<file path="config.mk">
export PLATFORM = sky130hd
export DESIGN_NAME = alu_acc_seq_flat
export DESIGN_NICKNAME = d
export VERILOG_FILES = /design/src/rtl/alu_acc_seq_if.sv /design/src/rtl/alu_acc_seq.sv /design/src/flat_wrapper.sv
export SDC_FILE = /design/constraint.sdc
export NUM_CORES = 1
export LEC_CHECK = 0
export ABC_CLOCK_PERIOD_IN_PS = 4600
export CORE_MARGIN = 1
export CORE_UTILIZATION = 35
export DETAILED_ROUTE_END_ITERATION = 8
export PLACE_DENSITY_LB_ADDON = 0.3
export SYNTH_ARGS = -nofsm -noshare
export SYNTH_HDL_FRONTEND = slang
export SYNTH_SLANG_ARGS = --single-unit
</file>
<file path="constraint.sdc">
create_clock -name ck -period 4.6 [get_ports ck]
set_input_delay 0.69 -clock ck [delete_from_list [all_inputs] [get_ports ck]]
set_output_delay 0.69 -clock ck [all_outputs]
set_load 0.1 [all_outputs]
</file>
<file path="src/rtl/alu_acc_seq_if.sv">
// alu_acc_seq_if: request/result bundle for the accumulator ALU.
//   master (decoder side) drives a, b, ctr, sel_acc, in_valid and
//   observes in_ready, o, flags, out_valid.
//   slave (ALU side) is the mirror image.
//   W: datapath width, must match the ALU instance.
interface alu_acc_seq_if #(
  parameter int W = 8
);
  logic [W-1:0] a;
  logic [W-1:0] b;
  logic [3:0]   ctr;
  logic         sel_acc;
  logic         in_valid;
  logic         in_ready;
  logic [W-1:0] o;
  logic [3:0]   flags;
  logic         out_valid;

  modport master (
    output a, b, ctr, sel_acc, in_valid,
    input  in_ready, o, flags, out_valid
  );

  modport slave (
    input  a, b, ctr, sel_acc, in_valid,
    output in_ready, o, flags, out_valid
  );
endinterface

</file>
<file path="src/rtl/alu_acc_seq.sv">
// alu_acc_seq: W-bit accumulator ALU with 4-bit opcode, carry-chained
// add/subtract, variable shifts/rotates and a W-cycle shift-add multiply.
// Ports:
//   ck        clock, all state updates on the rising edge
//   rst_n     asynchronous active-low reset
//   bus       alu_acc_seq_if.slave:
//               a, b, ctr, sel_acc, in_valid  request (sampled on acceptance)
//               in_ready                      high while idle
//               o, flags {C,V,N,Z}, out_valid registered result, one edge
//                                             after the accumulator update
module alu_acc_seq #(
  parameter int W = 8
) (
  input logic          ck,
  input logic          rst_n,
  alu_acc_seq_if.slave bus
);
  localparam int SW = $clog2(W);

  localparam logic [0:0] IDLE = 1'b0;
  localparam logic [0:0] MUL  = 1'b1;

  localparam logic [3:0] OP_ADD = 4'b0000;
  localparam logic [3:0] OP_SUB = 4'b0001;
  localparam logic [3:0] OP_ADC = 4'b0010;
  localparam logic [3:0] OP_SBB = 4'b0011;
  localparam logic [3:0] OP_AND = 4'b1000;
  localparam logic [3:0] OP_OR  = 4'b1001;
  localparam logic [3:0] OP_XOR = 4'b1010;
  localparam logic [3:0] OP_MUL = 4'b1011;
  localparam logic [3:0] OP_SHR = 4'b1100;
  localparam logic [3:0] OP_SHL = 4'b1101;
  localparam logic [3:0] OP_ROR = 4'b1110;
  localparam logic [3:0] OP_ROL = 4'b1111;

  logic [0:0]     state;
  logic [W-1:0]   acc;
  logic [3:0]     freg;      // {C,V,N,Z} belonging to acc
  logic [W-1:0]   mcand;
  logic [W-1:0]   mplier;
  logic [2*W-1:0] prod;
  logic [SW-1:0]  cnt;
  logic           done;      // acc/freg written on the last edge

  logic [W-1:0]   opa;
  logic [SW-1:0]  s;
  logic [SW-1:0]  neg_s;
  logic           cin;
  logic [W:0]     add_sum;
  logic [W:0]     sub_diff;
  logic [W:0]     shr_ext;
  logic [W:0]     shl_ext;
  logic [W-1:0]   res;
  logic           c_flag;
  logic           v_flag;
  logic [2*W-1:0] addend;
  logic [2*W-1:0] prod_next;
  logic           mul_last;

  // Flag nibble {C,V,N,Z} for a finished result.
  function automatic logic [3:0] pack_flags(input logic c, input logic v,
                                            input logic [W-1:0] r);
    return {c, v, r[W-1], ~|r};
  endfunction

  assign bus.in_ready = (state == IDLE);
  assign opa   = bus.sel_acc ? acc : bus.a;
  assign s     = bus.b[SW-1:0];
  // (W - s) mod W; for s=0 both rotate halves equal opa, so the OR is opa.
  assign neg_s = {SW{1'b0}} - s;

  // Single-cycle result and flags for every non-multiply opcode.
  always_comb begin
    cin      = ((bus.ctr == OP_ADC) || (bus.ctr == OP_SBB)) ? freg[3] : 1'b0;
    add_sum  = {1'b0, opa} + {1'b0, bus.b} + {{W{1'b0}}, cin};
    // Bit W of the difference is the borrow: set when A < b + Cin.
    sub_diff = {1'b0, opa} - {1'b0, bus.b} - {{W{1'b0}}, cin};
    // The guard bit below/above the operand catches the last bit shifted out.
    shr_ext  = {opa, 1'b0} >> s;
    shl_ext  = {1'b0, opa} << s;
    res      = {W{1'b0}};
    c_flag   = 1'b0;
    v_flag   = 1'b0;
    case (bus.ctr)
      OP_ADD, OP_ADC: begin
        res    = add_sum[W-1:0];
        c_flag = add_sum[W];
        v_flag = (opa[W-1] == bus.b[W-1]) && (res[W-1] != opa[W-1]);
      end
      OP_SUB, OP_SBB: begin
        res    = sub_diff[W-1:0];
        c_flag = sub_diff[W];
        v_flag = (opa[W-1] != bus.b[W-1]) && (res[W-1] != opa[W-1]);
      end
      OP_AND: res = opa & bus.b;
      OP_OR:  res = opa | bus.b;
      OP_XOR: res = opa ^ bus.b;
      OP_SHR: begin
        res    = shr_ext[W:1];
        c_flag = shr_ext[0];
      end
      OP_SHL: begin
        res    = shl_ext[W-1:0];
        c_flag = shl_ext[W];
      end
      OP_ROR: begin
        res    = (opa >> s) | (opa << neg_s);
        c_flag = (s != {SW{1'b0}}) ? res[W-1] : 1'b0;
      end
      OP_ROL: begin
        res    = (opa << s) | (opa >> neg_s);
        c_flag = (s != {SW{1'b0}}) ? res[0] : 1'b0;
      end
      default: begin
        res    = {W{1'b0}};
        c_flag = 1'b0;
        v_flag = 1'b0;
      end
    endcase
  end

  // One shift-add multiply step: add multiplicand << cnt when multiplier bit cnt is set.
  always_comb begin
    addend    = {{W{1'b0}}, mcand} << cnt;
    prod_next = mplier[cnt] ? (prod + addend) : prod;
    mul_last  = (cnt == SW'(W - 1));
  end

  // Control FSM, accumulator, flag register and multiplier datapath.
  always_ff @(posedge ck or negedge rst_n) begin
    if (!rst_n) begin
      state  <= IDLE;
      acc    <= {W{1'b0}};
      freg   <= 4'b0000;
      mcand  <= {W{1'b0}};
      mplier <= {W{1'b0}};
      prod   <= {(2*W){1'b0}};
      cnt    <= {SW{1'b0}};
      done   <= 1'b0;
    end else begin
      done <= 1'b0;
      case (state)
        IDLE: begin
          if (bus.in_valid) begin
            if (bus.ctr == OP_MUL) begin
              mcand  <= opa;
              mplier <= bus.b;
              prod   <= {(2*W){1'b0}};
              cnt    <= {SW{1'b0}};
              state  <= MUL;
            end else begin
              acc  <= res;
              freg <= pack_flags(c_flag, v_flag, res);
              done <= 1'b1;
            end
          end
        end
        MUL: begin
          prod <= prod_next;
          cnt  <= cnt + SW'(1);
          if (mul_last) begin
            acc   <= prod_next[W-1:0];
            freg  <= pack_flags(|prod_next[2*W-1:W], 1'b0, prod_next[W-1:0]);
            done  <= 1'b1;
            cnt   <= {SW{1'b0}};
            state <= IDLE;
          end
        end
        default: state <= IDLE;
      endcase
    end
  end

  // Result port: copy of acc/freg one edge after each completion.
  always_ff @(posedge ck or negedge rst_n) begin
    if (!rst_n) begin
      bus.o         <= {W{1'b0}};
      bus.flags     <= 4'b0000;
      bus.out_valid <= 1'b0;
    end else begin
      if (done) begin
        bus.o     <= acc;
        bus.flags <= freg;
      end
      bus.out_valid <= done;
    end
  end
endmodule

</file>
<file path="src/flat_wrapper.sv">
// flat-port wrapper written by rule: the top's interface ports become plain ports
module alu_acc_seq_flat 
#(
  parameter int W = 8
)
  (ck, rst_n, bus_a, bus_b, bus_ctr, bus_sel_acc, bus_in_valid, bus_in_ready, bus_o, bus_flags, bus_out_valid);
  alu_acc_seq_if #(.W(W)) bus_i ();
  input logic ck;
  input logic rst_n;
  input wire logic [$bits(bus_i.a)-1:0] bus_a;
  input wire logic [$bits(bus_i.b)-1:0] bus_b;
  input wire logic [$bits(bus_i.ctr)-1:0] bus_ctr;
  input wire logic [$bits(bus_i.sel_acc)-1:0] bus_sel_acc;
  input wire logic [$bits(bus_i.in_valid)-1:0] bus_in_valid;
  output wire logic [$bits(bus_i.in_ready)-1:0] bus_in_ready;
  output wire logic [$bits(bus_i.o)-1:0] bus_o;
  output wire logic [$bits(bus_i.flags)-1:0] bus_flags;
  output wire logic [$bits(bus_i.out_valid)-1:0] bus_out_valid;
  assign bus_i.a = bus_a;
  assign bus_i.b = bus_b;
  assign bus_i.ctr = bus_ctr;
  assign bus_i.sel_acc = bus_sel_acc;
  assign bus_i.in_valid = bus_in_valid;
  assign bus_in_ready = bus_i.in_ready;
  assign bus_o = bus_i.o;
  assign bus_flags = bus_i.flags;
  assign bus_out_valid = bus_i.out_valid;
  alu_acc_seq #(.W(W)) u_core (.ck(ck), .rst_n(rst_n), .bus(bus_i));
endmodule
</file>
==> key figures, run 1 <==
Run status
  – Status: finished, final reports clean

Logic synthesis
  – Syn_nets: ~800
  – Synthesized flop and latch total: 60
  – Post-synthesis adder-cell area fraction: 12.4%
  – Mapped Area: between 0.006 and 0.007 mm^2
  – Synth Area in Simple Gates: ~18%
  – EDFF count, synth: 0
  – Mux cell area share after synthesis: between 15 and 20%
  – Avg Inst Size Synth: ~8.3 um^2
  – Largest family of logic cells by synthesized area: compound AO/OA/AOI/OAI gates
  – Synth Flop Type: dfrtp_1
  – Gate Count Post-Synth: between 700 and 800
  – Register area share after synthesis: 24.3%
  – Yosys warning total: 0
  – Synth Area in XOR/XNOR: ~3.7%
  – Yosys cell types: 67
  – FFs w/ async S/R, synth: 100%
  – Synth Area in Compound Gates: 21.0%

GRT
  – Antenna violations before repair: 0
  – Remaining global-route overflow: 0
  – Largest net degree at the start of global routing: 34
  – First-pass GRT wire length: around 31000 um
  – Global Route Usage Sum: ~22%
  – Number of global-route vias before repair: 5471

Timing
  – Setup violators final: 0
  – RSZ-0062 raised after global routing: false
  – Final clock skew: roughly 0.0048 ns
  – Final period util: around nine tenths
  – Min Tclk post-route: about 4.2 ns
  – Achievable clock frequency: about 240 MHz
  – Final max-slew violation count: 0
  – Worst slew pin tran: 0.979 ns
  – Hold Vio Cnt, Final: 0
  – Setup TNS: 0 ns
  – Setup WS post-layout: 0.430 ns
  – Worst Hold Slack: roughly 0.4 ns
  – Rel. slew slack: 34.5%

Floorplan
  – Die X: 135 um
  – Die H: 135 um
  – Initial Util: between 30% and 40%
  – Top Ports: 38
  – Core area: approximately 0.017 mm^2
  – Num rows: 48
  – Area of the die: 0.0182 mm^2

Clock tree
  – Clock-pin slew of the registers on the worst-case setup and hold paths: 0.05 ns
  – TritonCTS Buffers: 9
  – Largest buffer count on any clock path: 2
  – Htree depth: 3
  – CTS resizes: 0
  – Post-CTS setup buffers: 0
  – CTS tree: yes
  – Clk sinks: 60
  – Hold-fix buffers, CTS: 0
  – Clk_lat worst skew: 0.34 ns
  – Root cell of the clock tree: clkbuf_16

Finish
  – Final #Nets: slightly below 900
  – Layout area overhead: 17.0%
  – Cell Count, Final, Fillers Out: 1016
  – Commonest cells after routing, fill and taps aside: nand2_1 (99), dfrtp_1 (60), o21ai_0 (59), ha_1 (53), nor2_1 (52)
  – Final Cell Area: 0.00722 mm^2
  – Most common cell after layout, fill and taps aside: nand2_1
  – # diodes: 0
  – Core Util, Final: about two fifths
  – Share of layout cells above drive strength 1: 13.5%

Detailed routing
  – Initial DRT Pass Iterations: 5
  – Final wirelength: ~20000 um
  – WL/cell: around 19 um
  – DR vias: 5886
  – DRT iter0 DRCs: 508
  – DRC violations left: 0
  – Antenna-violating nets left: 0
  – Vias/cell: 5.79

Place
  – GP Congestion: 0.988
  – Detailed-placement wirelength estimate: between 10000 and 15000 um
  – Post-DP Area: 0.00695 mm^2
  – Pre-CTS setup slack: 0.161 ns
  – Inst Count DP: approximately 1000
  – I/O Buffers: 37

Pwr
  – Final Power: between 4 and 5 mW
  – Peak VDD IR: about 0.48 mV
  – Cell area power density: between 600 and 700 mW/mm^2
  – Static leakage: 3.12 nW

Critical path
  – CP max FO: 8
  – Critical Path Source Type: input port
  – CP Class: input port to register
  – Worst EP arrival: about 4.4 ns
  – Worst EP required: approximately 4.8 ns
  – Crit. End Element: register

Run
  – MaxCap Viol Count: 0

Hold path
  – Hold Path Class: input port to async pin
==> worst max-delay path: stages <==
cell and delay, ns:
clkdlybuf4s50_1 0.75, mux2i_1 0.31, inv_1 0.20, fa_1 0.45, inv_1 0.08, fa_1 0.17, nand3b_1 0.11, o21ai_0 0.08
a222oi_1 0.42, o21ai_0 0.15, o31ai_1 0.43, and3_1 0.23, nand4b_1 0.09, o31ai_1 0.22
==> state kept, by name (all words and copies together) (netlist names), 3 cells and up <==
| signal | cells |
|---|---|
| u_core.freg | 4 |
| u_core.cnt | 3 |
| u_core.bus.o | 7 |
| u_core.prod | 16 |
| u_core.acc | 7 |
| u_core.bus.flags | 4 |
| u_core.mcand | 8 |
| u_core.mplier | 8 |
==> kinds of logic (layout without fill, tap and decap cells) <==
kind of cell             Yosys count  count (layout)
XOR/XNOR                          26              26
AO/OA/AOI/OAI                    205             205
buffers and inverters             80             130
adder cells (fa/ha/maj)           58              58
AND/OR/NAND/NOR                  240             240
multiplexers                      72              72
flip-flops                        60              60
==> synth_stat cells, types with 8 or more instances <==
library cell  instances  area [um^2]
nand2_1              99          372
dfrtp_1              60         1500
o21ai_0              59          295
ha_1                 53          663
nor2_1               52          195
a21oi_1              43          215
clkbuf_1             32          120
inv_1                30          113
mux2_2               29          327
mux2i_1              27          270
nor3_1               18         90.1
o22ai_1              17          106
xnor2_1              17          149
nand3_1              15         75.1
o211ai_1             10         75.1
o31ai_1              10         75.1
a211oi_1              9         67.6
xor2_1                9         78.8
and2_1                8         50.1
nor2b_1               8         50.1
==> per-layer routing <==
| layer | global-route usage [%] | vias to the layer above | wire, um |
|---|---|---|---|
| met5 | 0 | - | 0 |
| met4 | 8.43 | 0 | 626 |
| met3 | 3.79 | 45 | 1270 |
| met2 | 33.6 | 237 | 8510 |
| met1 | 31.2 | 2807 | 9070 |
| li1 | - | 2797 | - |
==> report_power, final <==
| group | internal [mW] | leakage (nW) | switching [mW] | total, mW |
|---|---|---|---|---|
| Sequential | 0.757 | 0.745 | 0.260 | 1.02 |
| Clock | 0.388 | 0.135 | 0.230 | 0.618 |
| Combinational | 1.23 | 2.23 | 1.92 | 3.15 |
| Total | 2.37 | 3.12 | 2.41 | 4.79 |
==> layout make-up <==
| cell class | count | area (um^2) |
|---|---|---|
| inverters | 36 | 140 |
| clock buffers | 13 | 260 |
| clock inverters | 2 | 10.0 |
| well taps | 225 | 282 |
| repair buffers | 79 | 681 |
| multi-input cells | 601 | 4350 |
| flip-flops and latches | 60 | 1500 |
| fillers | 1707 | 10000 |
==> path summary, 6_finish.rpt <==
| kind | startpoint | endpoint | slack [ns] | cells past startpoint |
|---|---|---|---|---|
| min in group ck | u_core.mplier[2] | u_core.mplier[2] | 0.50 | 1 |
| max reg2reg | u_core.cnt[0] | u_core.freg[3] | 0.71 | 12 |
| min | rst_n | u_core.bus.out_valid | 0.39 | 1 |
| max | bus_sel_acc | u_core.freg[0] | 0.43 | 14 |
| min reg2reg | u_core.mplier[2] | u_core.mplier[2] | 0.50 | 1 |
| max in group asynchronous | rst_n | u_core.done | 3.33 | 2 |
No activity file was read; power rests on OpenSTA's default activity.
==> inputs of run 2 (changes only) <==
--- a/config.mk
+++ b/config.mk
@@ -9,6 +9,7 @@
 export CORE_MARGIN = 1
 export CORE_UTILIZATION = 35
 export DETAILED_ROUTE_END_ITERATION = 8
+export MAX_ROUTING_LAYER = met4
 export PLACE_DENSITY_LB_ADDON = 0.3
 export SYNTH_ARGS = -nofsm -noshare
 export SYNTH_HDL_FRONTEND = slang
==> key figures, run 2 (synthesized netlist as in run 1, its figures left out) <==
Floorplan
  – Die H: 135 um (unchanged)
  – Top Ports: 38 (unchanged)
  – Die X: 135 um (unchanged)
  – Num rows: 48 (unchanged)
  – Core area: 0.0172 mm^2 (unchanged)
  – Initial Util: 35.8% (unchanged)
  – Area of the die: 0.0182 mm^2 (unchanged)

Critical path
  – Cell Chain, Critical Path: clkdlybuf4s50_1, mux2i_1, inv_1, fa_1, inv_1, fa_1, nor2b_1, o21a_1, or3_1, a32oi_1, o21ai_0, a211o_1, nand2_1, nand2_1, o31ai_1
  – Reg-to-Reg End: u_core.freg[3]
  – Crit. End Element: register
  – Worst EP required: 4.84 ns (about the same)
  – CP Class: input port to register
  – CP max FO: 5 (-3)
  – CP max-delay cell: clkdlybuf4s50_1
  – Critical Path Source Type: input port
  – Crit-path max cell delay: 0.55 ns (-0.20 ns)
  – Reg2Reg Setup Slack: 0.75 ns (+0.04 ns)
  – R2R depth: 12 (unchanged)
  – Worst EP arrival: 4.15 ns (-0.26 ns)
  – Reg-to-Reg Start: u_core.cnt[0]

Clock tree
  – TritonCTS Buffers: 9 (unchanged)
  – CTS tree: yes
  – Clk_lat worst skew: 0.33 ns (about the same)
  – Clk sinks: 60 (unchanged)
  – Htree depth: 3 (unchanged)
  – Clock-pin slew of the registers on the worst-case setup and hold paths: 0.05 ns (about the same)
  – CTS resizes: 0 (unchanged)
  – Post-CTS setup buffers: 0 (unchanged)
  – Largest buffer count on any clock path: 2 (unchanged)
  – Root cell of the clock tree: clkbuf_16
  – Hold-fix buffers, CTS: 0 (unchanged)

Finish
  – Number of fill cells: 1760 (+3.1%)
  – # diodes: 0 (unchanged)
  – Share of layout cells above drive strength 1: 13.5% (+0.017 points)
  – Most common cell after layout, fill and taps aside: nand2_1
  – Max reg flops: 16 (unchanged)
  – Top reg by flops: u_core.prod
  – Final #Nets: 867 (-0.23%)
  – Core Util, Final: 42.3% (+0.38 points)
  – Layout area overhead: 18.1%
  – Biggest regs: u_core.prod (16), u_core.mcand (8), u_core.mplier (8)
  – Final Cell Area: 0.00729 mm^2 (+0.92%)
  – Commonest cells after routing, fill and taps aside: nand2_1 (99), dfrtp_1 (60), o21ai_0 (59), ha_1 (53), nor2_1 (52)

Place
  – Pre-CTS setup slack: 0.359 ns (+0.198 ns)
  – Detailed-placement wirelength estimate: 14900 um (+0.26%)
  – Post-DP Area: 0.00693 mm^2 (-0.22%)
  – I/O Buffers: 37 (unchanged)
  – GP Congestion: 1.02 (+3.1%)

Timing
  – Setup WS post-layout: 0.689 ns (+0.260 ns)
  – Setup TNS: 0 ns (unchanged)
  – Rel. slew slack: 34.8% (+0.22 points)
  – Min Tclk post-route: 3.91 ns (-0.260 ns)
  – Achievable clock frequency: 256 MHz (+6.6%)
  – Final max-slew violation count: 0 (unchanged)
  – RSZ-0062 raised after global routing: false
  – Final period util: 85.0% (-5.6 points)
  – Final clock skew: 0.00538 ns (+0.000558 ns)
  – Worst slew pin tran: 0.975 ns (-0.00332 ns)
  – Setup violators final: 0 (unchanged)
  – Hold Vio Cnt, Final: 0 (unchanged)

Hold path
  – Hold Path Class: input port to async pin

GRT
  – Largest net degree at the start of global routing: 34 (unchanged)
  – Global Route Usage Sum: 23.2% (+1.1 points)
  – Number of global-route vias before repair: 5595 (+2.3%)
  – Antenna violations before repair: 0 (unchanged)
  – First-pass GRT wire length: 31600 um (+2.3%)
  – Remaining global-route overflow: 0 (unchanged)

Detailed routing
  – Vias/cell: 5.71 (-1.4%)
  – Final wirelength: 19700 um (+1.0%)
  – DRT iter0 DRCs: 552 (+8.7%)
  – WL/cell: 19.4 um (+1.1%)
  – DR vias: 5795 (-1.5%)
  – DRC violations left: 0 (unchanged)
  – Initial DRT Pass Iterations: 5 (unchanged)
  – Antenna-violating nets left: 0 (unchanged)

Pwr
  – Peak VDD IR: 0.598 mV (+24%)
  – Cell area power density: 681 mW/mm^2 (+2.7%)
  – Final Power: 4.96 mW (+3.7%)
  – Static leakage: 3.14 nW (+0.88%)

Run
  – MaxCap Viol Count: 0 (unchanged)

Run status
  – Status: finished, final reports clean
## run 2: cell count changes in the layout (fill, tap and decap cells not counted)
cell | previous run | this run
buf_4 | 42 | 40
bufinv_16 | 0 | 3
clkbuf_1 | 2 | 1
clkinv_2 | 2 | 1
## run 2: cell type report
type	count	area [um^2]	share of cell area [%]
Clock buffer	12	256	3.52
Sequential cell	60	1500	20.6
Clock inverter	4	95.1	1.31
Tap cell	225	282	3.86
Inverter	36	140	1.92
Multi-Input combinational cell	601	4350	59.6
Timing Repair Buffer	77	666	9.14
## run 2: worst max path at each step
stage,depth (start not counted),endpoint,start
finish,15,u_core.freg[0],bus_sel_acc
floorplan,15,u_core.freg[0],bus_sel_acc
CTS,16,u_core.freg[0],bus_sel_acc
detailed placement,16,u_core.freg[0],bus_sel_acc
global route,13,u_core.freg[3],u_core.cnt[1]
global placement,16,u_core.freg[0],bus_sel_acc
## run 2: stage by stage
stage / instances / hold WS (ns)
2_1_floorplan: 741 / 0.380
3_3_place_gp: 999 / 0.482
3_5_place_dp: 999 / 0.495
4_1_cts: 1015 / 0.438
5_1_grt: 1015 / 0.475
6_report: 1015 / 0.415
## run 2: power by group
part           leakage, nW  internal (mW)  total, mW  switching, mW
Combinational         2.22           1.23       3.15           1.92
Sequential           0.745          0.756       1.01          0.256
Clock                0.173          0.557      0.796          0.238
## run 2: critical path, delay by kind of cell
kind | cells | cell delay (ns)
buf+inv | 3 | 0.84
mux | 1 | 0.27
compound gates | 5 | 1.14
fa+ha+maj | 2 | 0.66
simple gates | 4 | 0.54
## run 2: per-layer routing
layer	vias to the layer above	part of all wire, %	track usage [%]
li1	2793	-	-
met1	2741	47	32.8
met2	221	43	33.8
met3	40	6.7	2.82
met4	0	3.1	8.74
met5	-	0	-
==> inputs of run 3 (changes only) <==
--- a/config.mk
+++ b/config.mk
@@ -6,6 +6,9 @@
 export NUM_CORES = 1
 export LEC_CHECK = 0
 export ABC_CLOCK_PERIOD_IN_PS = 4600
+export CELL_PAD_IN_SITES_DETAIL_PLACEMENT = 1
+export CELL_PAD_IN_SITES_GLOBAL_PLACEMENT = 1
+export CORE_ASPECT_RATIO = 1.1
 export CORE_MARGIN = 1
 export CORE_UTILIZATION = 35
 export DETAILED_ROUTE_END_ITERATION = 8
==> key figures, run 3 (synthesized netlist as in run 1, its figures left out) <==
Run status
  – Status: finished, final reports clean

Clock tree
  – Clk sinks: 60 (unchanged)
  – Htree depth: 3 (unchanged)
  – CTS resizes: 0 (unchanged)
  – CTS tree: yes
  – Root cell of the clock tree: clkbuf_16
  – Hold-fix buffers, CTS: 0 (unchanged)
  – Post-CTS setup buffers: 0 (unchanged)
  – Clock-pin slew of the registers on the worst-case setup and hold paths: 0.05 ns (about the same)
  – Largest buffer count on any clock path: 2 (unchanged)
  – Clk_lat worst skew: 0.33 ns (about the same)
  – TritonCTS Buffers: 9 (unchanged)

Finish
  – Layout area overhead: 17.8%
  – FF/Latch Area: 0.00150 mm^2 (unchanged)
  – Max reg flops: 16 (unchanged)
  – Multi-input logic area: 0.00435 mm^2 (unchanged)
  – Top reg by flops: u_core.prod
  – Cell Count, Final, Fillers Out: 1022 (+0.69%)
  – Commonest cells after routing, fill and taps aside: nand2_1 (99), dfrtp_1 (60), o21ai_0 (59), ha_1 (53), nor2_1 (52)
  – Number of fill cells: 2075 (+18%)
  – Share of layout cells above drive strength 1: 13.5% (-0.093 points)
  – Most common cell after layout, fill and taps aside: nand2_1
  – Final #Nets: 865 (-0.23%)
  – # diodes: 0 (unchanged)
  – Biggest regs: u_core.prod (16), u_core.mcand (8), u_core.mplier (8)

Critical path
  – Reg2Reg Setup Slack: 0.53 ns (-0.22 ns)
  – Reg-to-Reg Start: u_core.cnt[0]
  – Worst EP arrival: 4.58 ns (+0.43 ns)
  – Worst EP required: 4.86 ns (+0.02 ns)
  – CP Class: input port to register
  – Reg-to-Reg End: u_core.freg[3]
  – Crit. End Element: register
  – Worst setup path start: bus_sel_acc
  – R2R depth: 12 (unchanged)
  – Critical Path Source Type: input port
  – CP max FO: 5 (unchanged)
  – Crit path capture: u_core.freg[1]

Detailed routing
  – Antenna-violating nets left: 0 (unchanged)
  – WL/cell: 22.2 um (+14%)
  – DRC violations left: 0 (unchanged)
  – DRT iter0 DRCs: 469 (-15%)
  – Final wirelength: 22700 um (+15%)
  – Initial DRT Pass Iterations: 5 (unchanged)
  – DR vias: 5972 (+3.1%)
  – Vias/cell: 5.84 (+2.3%)

Floorplan
  – Die X: 129 um (-4.6%)
  – Area of the die: 0.0182 mm^2 (about the same)
  – Top Ports: 38 (unchanged)
  – Initial Util: 36.0% (+0.20 points)
  – Core area: 0.0171 mm^2 (-0.55%)
  – Die H: 141 um (+4.8%)
  – Num rows: 50 (+4.2%)

Run
  – MaxCap Viol Count: 0 (unchanged)

Timing
  – Setup TNS: 0 ns (unchanged)
  – Final max-slew violation count: 0 (unchanged)
  – RSZ-0062 raised after global routing: false
  – Final period util: 94.1% (+9.1 points)
  – Setup violators final: 0 (unchanged)
  – Setup WS post-layout: 0.272 ns (-0.418 ns)
  – Hold Vio Cnt, Final: 0 (unchanged)
  – Rel. slew slack: 30.2% (-4.5 points)
  – Min Tclk post-route: 4.33 ns (+0.418 ns)
  – Worst slew pin tran: 1.03 ns (+0.0508 ns)
  – Achievable clock frequency: 231 MHz (-9.6%)
  – Final clock skew: 0.00350 ns (-0.00188 ns)

Pwr
  – Peak VDD IR: 0.308 mV (-48%)
  – Cell area power density: 696 mW/mm^2 (+2.2%)
  – Static leakage: 3.12 nW (-0.65%)

GRT
  – Antenna violations before repair: 0 (unchanged)
  – Remaining global-route overflow: 0 (unchanged)
  – Number of global-route vias before repair: 6369 (+14%)
  – First-pass GRT wire length: 36200 um (+14%)
  – Largest net degree at the start of global routing: 61 (+79%)
  – Global Route Usage Sum: 27.1% (+3.8 points)

Place
  – Pre-CTS setup slack: -0.0450 ns (-0.404 ns)
  – Detailed-placement wirelength estimate: 17600 um (+18%)
  – Inst Count DP: 1006 (+0.70%)
  – GP Congestion: 1.04 (+2.5%)
  – I/O Buffers: 37 (unchanged)

Hold path
  – Hold Path Class: register to register
[run 3: worst min-delay path by stage]
stage / startpoint / to / cells after the start
after floorplan: u_core.done / u_core.bus.out_valid / 0
after global placement: u_core.prod[15] / u_core.prod[15] / 2
after detailed placement: u_core.mplier[6] / u_core.mplier[6] / 1
after CTS: u_core.mplier[6] / u_core.mplier[6] / 1
after global routing: u_core.mplier[6] / u_core.mplier[6] / 1
final: u_core.mplier[6] / u_core.mplier[6] / 1
[run 3: power breakdown]
group,switching (mW),leakage [nW],internal (mW),total [mW]
Clock,0.254,0.156,0.476,0.730
Sequential,0.263,0.745,0.756,1.02
Combinational,2.05,2.22,1.26,3.31
Total,2.57,3.12,2.49,5.06
[run 3: stage by stage]
stage	power [mW]	area [um^2]	util, %	hold slack (ns)
after global routing	5.41	7270	42.4	0.516
after global placement	4.22	6940	40.5	0.483
after CTS	5.06	7270	42.4	0.508
after detailed placement	4.30	6940	40.5	0.495
final	5.06	7270	42.4	0.504
after floorplan	3.32	6170	-	0.380
[run 3: worst max-delay path: stages]
cell	delay, ns
clkdlybuf4s50_1	0.60
mux2i_1	0.27
inv_1	0.18
fa_1	0.45
ha_1	0.32
a2111oi_0	0.50
nor2_1	0.14
o41ai_1	0.40
xor2_1	0.18
o211ai_1	0.48
o21ai_0	0.19
a21oi_1	0.17
[run 3: layout make-up]
type                            instances  area share, %
Sequential cell                        60           20.7
Tap cell                              234           4.03
Clock buffer                            9           3.10
Multi-Input combinational cell        601           59.8
Inverter                               36           1.93
Timing Repair Buffer                   75           9.13
Clock inverter                          7           1.36
[run 3: routing by layer]
metal / up-vias / share of wire, % / track usage (%)
met4: 0 / 4.0 / 11.6
met1: 2964 / 43 / 32.7
met2: 180 / 50 / 45.8
met5: - / 0 / -
li1: 2774 / - / -
met3: 54 / 3.5 / 2.87
